===== src/rtl/count_ctrl_pkg.sv =====
// Shared types and constants for the run/pause/stop counter controller.
package count_ctrl_pkg;

  typedef enum logic [1:0] {
    IDLE     = 2'd0,
    RUN_MAN  = 2'd1,
    RUN_AUTO = 2'd2,
    PAUSED   = 2'd3
  } state_t;

  typedef logic [1:0] speed_t;

  localparam speed_t SPEED_MIN = 2'd0;
  localparam speed_t SPEED_MAX = 2'd3;

  function automatic speed_t speed_up(input speed_t s);
    return (s == SPEED_MAX) ? SPEED_MAX : s + 2'd1;
  endfunction

  function automatic speed_t speed_down(input speed_t s);
    return (s == SPEED_MIN) ? SPEED_MIN : s - 2'd1;
  endfunction

endpackage


===== src/rtl/speed_ramp.sv =====
// Timer speed register with manual up/down stepping and an automatic tick-driven ramp.
module speed_ramp
  import count_ctrl_pkg::*;
#(
  parameter int RAMP_TICKS = 10
) (
  input  logic   clk,
  input  logic   reset_n,
  input  logic   inc,
  input  logic   dec,
  input  logic   step_tick,
  input  logic   auto,
  input  logic   load_zero,
  output speed_t speed
);

  localparam logic [7:0] RAMP_LAST = 8'(RAMP_TICKS - 1);

  logic [7:0] ramp_cnt;

  // load_zero wins over everything so a fresh auto run or a wrap always restarts the ramp.
  always_ff @(posedge clk or negedge reset_n) begin
    if (!reset_n) begin
      speed    <= SPEED_MIN;
      ramp_cnt <= 8'd0;
    end else if (load_zero) begin
      speed    <= SPEED_MIN;
      ramp_cnt <= 8'd0;
    end else if (auto) begin
      if (step_tick) begin
        if (ramp_cnt == RAMP_LAST) begin
          ramp_cnt <= 8'd0;
          speed    <= speed_up(speed);
        end else begin
          ramp_cnt <= ramp_cnt + 8'd1;
        end
      end
    end else if (inc && !dec) begin
      speed <= speed_up(speed);
    end else if (dec && !inc) begin
      speed <= speed_down(speed);
    end
  end

endmodule


===== src/rtl/count_controller.sv =====
// Run/pause/stop sequencer for the timer + BCD counter pair: gates ticks,
// issues clears, and owns the timer speed (manual or auto ramp).
module count_controller
  import count_ctrl_pkg::*;
#(
  parameter int RAMP_TICKS  = 10,
  parameter bit HOLD_AT_MAX = 1'b1
) (
  input  logic       clk,
  input  logic       reset_n,
  input  logic       btn_start,
  input  logic       btn_mode,
  input  logic       btn_up,
  input  logic       btn_down,
  input  logic       tick_in,
  input  logic       count_max,
  output logic [1:0] speed_select,
  output logic       tick_out,
  output logic       clear_out,
  output logic [1:0] state_o,
  output logic       auto_mode
);

  state_t state, state_nx;
  state_t resume_st, resume_nx;
  logic   auto_nx, tick_nx, clear_nx;
  logic   inc, dec, step_tick, load_zero;

  always_comb begin
    state_nx  = state;
    resume_nx = resume_st;
    auto_nx   = auto_mode;
    tick_nx   = 1'b0;
    clear_nx  = 1'b0;
    inc       = 1'b0;
    dec       = 1'b0;
    step_tick = 1'b0;
    load_zero = 1'b0;
    case (state)
      IDLE: begin
        if (btn_start) begin
          state_nx  = auto_mode ? RUN_AUTO : RUN_MAN;
          clear_nx  = 1'b1;
          load_zero = auto_mode;
        end else if (btn_mode) begin
          auto_nx = ~auto_mode;
        end
        if (!auto_mode) begin
          inc = btn_up;
          dec = btn_down;
        end
      end
      RUN_MAN, RUN_AUTO: begin
        // Holding at 99: swallow the tick and stop without clearing the display.
        if (tick_in && count_max && HOLD_AT_MAX) begin
          state_nx = IDLE;
        end else begin
          tick_nx = tick_in;
          if (state == RUN_AUTO) begin
            step_tick = tick_in;
            load_zero = tick_in && count_max;
          end
          if (btn_start) begin
            state_nx  = PAUSED;
            resume_nx = state;
          end
        end
        if (state == RUN_MAN) begin
          inc = btn_up;
          dec = btn_down;
        end
      end
      PAUSED: begin
        if (btn_start) begin
          state_nx = resume_st;
        end else if (btn_mode) begin
          state_nx = IDLE;
          clear_nx = 1'b1;
        end
      end
      default: state_nx = IDLE;
    endcase
  end

  always_ff @(posedge clk or negedge reset_n) begin
    if (!reset_n) begin
      state     <= IDLE;
      resume_st <= RUN_MAN;
      auto_mode <= 1'b0;
      tick_out  <= 1'b0;
      clear_out <= 1'b0;
    end else begin
      state     <= state_nx;
      resume_st <= resume_nx;
      auto_mode <= auto_nx;
      tick_out  <= tick_nx & ~clear_nx;
      clear_out <= clear_nx;
    end
  end

  assign state_o = state;

  speed_ramp #(
    .RAMP_TICKS(RAMP_TICKS)
  ) u_speed_ramp (
    .clk      (clk),
    .reset_n  (reset_n),
    .inc      (inc),
    .dec      (dec),
    .step_tick(step_tick),
    .auto     (state == RUN_AUTO),
    .load_zero(load_zero),
    .speed    (speed_select)
  );

endmodule


===== config.mk =====
export PLATFORM = sky130hd
export DESIGN_NAME = count_controller
export DESIGN_NICKNAME = d
export VERILOG_FILES = /design/src/rtl/count_ctrl_pkg.sv /design/src/rtl/speed_ramp.sv /design/src/rtl/count_controller.sv
export SDC_FILE = /design/constraint.sdc
export NUM_CORES = 1
export LEC_CHECK = 0
export CAP_MARGIN = 10
export CORE_UTILIZATION = 50
export CTS_CLUSTER_DIAMETER = 100
export DETAILED_ROUTE_END_ITERATION = 7
export PLACE_DENSITY = 0.75
export SYNTH_ARGS = -nofsm -noshare
export SYNTH_HDL_FRONTEND = slang
export SYNTH_SLANG_ARGS = --single-unit
export TNS_END_PERCENT = 100

===== constraint.sdc =====
create_clock -name clk -period 2.3 [get_ports clk]
set_clock_uncertainty 0.2 [all_clocks]
set_input_delay 0.345 -clock clk [delete_from_list [all_inputs] [get_ports clk]]
set_output_delay 0.345 -clock clk [all_outputs]
set_load 0.05 [all_outputs]

==> metrics.cfg <==
[clocking]
cts.sinks = 17
path_clk_slew_ns = 0.10
root_buffer = clkbuf_4
postCtsSetupBuffers = 0
ctsHoldBuffers = 0
cts_tree = yes
h-tree-depth = 1
cts.path.max_buffers = 2
clock_latency_ns = 0.29
numCtsBuffers = 3
cts_resized = 0

[cells_and_area]
syn_to_final_growth_pct = 23.87
n_antenna_cell = 0
fillers = 157
final_cells = 148
layout_common_cells = nand2_1, dfrtp_1, clkdlybuf4s50_1
drive_above_1_share = 0.1545
layout.nets = 139
fin_area_sq_um = 1234
final_util = 0.6847

[routing]
num_vias = 789
drt_iter0_markers = 10
first_pass_iters = 4
viasPerCell = 5.331
drt_wl_total_mm = 1.932
wl_per_cell_um = 13.05
drc = 0
drtAntennaViolNets = 0

[grt]
grt_max_degree = 11
gr-total-overflow = 0
antenna_found_initial = 0
grt_pass1_vias = 706
grt_first_pass_wirelength_mm = 2.973
grt.total_usage = 0.1943

[synthesis]
synth_top_flop_cell = dfrtp_1
ys_seq_area_frac = 0.4284
syn_area_per_cell_sq_um = 9.960
ys_warn_count = 0
synth_cell_types = 36
async_flop_share = 1.000
ys_seq_elements = 17
syn_inst = 100
synth_edf_count = 0
syn-num-nets = 115
netlist_area_sq_um = 996.0

[power_and_ir_drop]
p_comb_frac = 0.556
power_leakage_nw = 0.5263
sw_frac_of_total = 0.4710
p_clk_frac = 0.109
p_int_mw = 0.7813
p_switching_mw = 0.6958
ir_drop_v = 0.0007929
sequentialPowerShare = 0.335
total_power_mw = 1.477
powerDensity_nw_per_um2 = 1197

[critical_path]
cp_cell_sequence = inv_1, ha_1, nand4b_1, and2_1, nor4_2, xnor2_1, nor2_1
max_stage_delay_ns = 0.43
critPathTopFamily = simple AND/OR/NAND/NOR gates
start_kind = flop
critPathRequiredTime_ns = 2.28
endpoint_kind = flop
path_max_fanout = 6
cp_num_buf_inv = 1
critical_path_class = flop to flop
worstPathArrival_ns = 2.11
cp_slowest_cell = dfrtp_2

[worst_hold_path]
hold_class = input pin to asynchronous set/reset pin

[run]
max_cap_violations = 0

[timing]
slew_headroom = 0.6656
rsz0062_at_grt = no
whs_ns = 0.1611
slew_viol_final = 0
min_period_ns = 2.128
hold_viol = 0
finalSetupViolations = 0
fmax_mhz = 469.9
setup_ws_ns = 0.1717
finalSetupTns_ns = 0
finalCritPeriodShare = 0.9253
max_slew.worst_pin.slew_ns = 0.5000

[placed_design]
post-place-cells = 144
place_area_sq_um = 1207
place_ws_ns = 0.1870
hpwl_mm = 1.518
routabilityCongestion = 0.8358
portBuffers = 14

[floorplan]
pin_count = 15
start_util = 0.5528
dieArea_sq_um = 2174
die_h_um = 46.63
die_w_um = 46.63
core-area_sq_um = 1802
placementRows = 15

[run_status]
outcome = finished clean

==> power by group through the flow <==
stage	combinational, mW	sequential [mW]	clock (mW)
after floorplan	0.406	0.665	0
after global placement	0.810	0.493	0
after detailed placement	0.819	0.499	0
after CTS	0.825	0.493	0.163
after global routing	0.882	0.508	0.177
final	0.821	0.495	0.161
==> final cells by class <==
cell class,count,area (sq um),share of cell area
Sequential cell,17,429.2,0.3479
Timing Repair Buffer,19,177.7,0.1440
Multi-Input combinational cell,78,550.5,0.4462
Tap cell,25,31.28,0.02536
Clock buffer,4,26.28,0.02130
Inverter,5,18.77,0.01521
==> per-layer routing <==
metal	wire length [um]	up-vias	track usage	share of wire
li1	-	404	-	-
met4	13	0	0.05143	0.0067
met2	886	11	0.3194	0.46
met1	987	372	0.2691	0.51
met3	45	2	0.02353	0.023
met5	0	-	0	0
==> kinds of logic (layout without fill, tap and decap cells) <==
logic type / after synthesis / count (layout) / share of synthesized area
AOI/OAI and AO/OA: 20 / 20 / 0.1646
xor gates and xnor gates: 7 / 7 / 0.06156
adders and majority gates: 7 / 7 / 0.08794
buffers and inverters: 5 / 28 / 0.01885
DFF: 17 / 17 / 0.4284
and+or+nand+nor: 44 / 44 / 0.2387
==> state kept, by name, summed over array words and instances, names as in the netlist <==
| signal | cells |
|---|---|
| u_speed_ramp.ramp_cnt | 8 |
| clear_out | 1 |
| resume_st | 2 |
| auto_mode | 1 |
| tick_out | 1 |
| state_o | 2 |
| u_speed_ramp.speed | 2 |
==> path summary, 6_finish.rpt <==
check / endpoint / slack [ns] / from / depth (start not counted)
setup / recovery: u_speed_ramp.ramp_cnt[7] / 0.17 / state_o[1] / 7
hold / removal: state_o[1] / 0.16 / reset_n / 1
setup reg to reg: u_speed_ramp.ramp_cnt[7] / 0.17 / state_o[1] / 7
hold reg to reg: resume_st[0] / 0.31 / resume_st[0] / 2
max in group asynchronous: resume_st[0] / 1.18 / reset_n / 2
min in group clk: resume_st[0] / 0.31 / resume_st[0] / 2
==> Yosys cell counts (2+ instances only) <==
library cell | instances | share of area
nor3_1 | 2 | 0.010
dfrtp_1 | 16 | 0.40
nand2b_1 | 3 | 0.019
o21ai_0 | 5 | 0.025
nor2_1 | 8 | 0.030
xnor2_1 | 4 | 0.035
a32o_1 | 2 | 0.020
inv_1 | 5 | 0.019
nand4_1 | 2 | 0.013
xor2_1 | 3 | 0.026
nand2_1 | 14 | 0.053
ha_1 | 7 | 0.088
o211ai_1 | 2 | 0.015
nand3_1 | 4 | 0.020
nor2b_1 | 2 | 0.013
No activity file was read; power rests on OpenSTA's default activity.
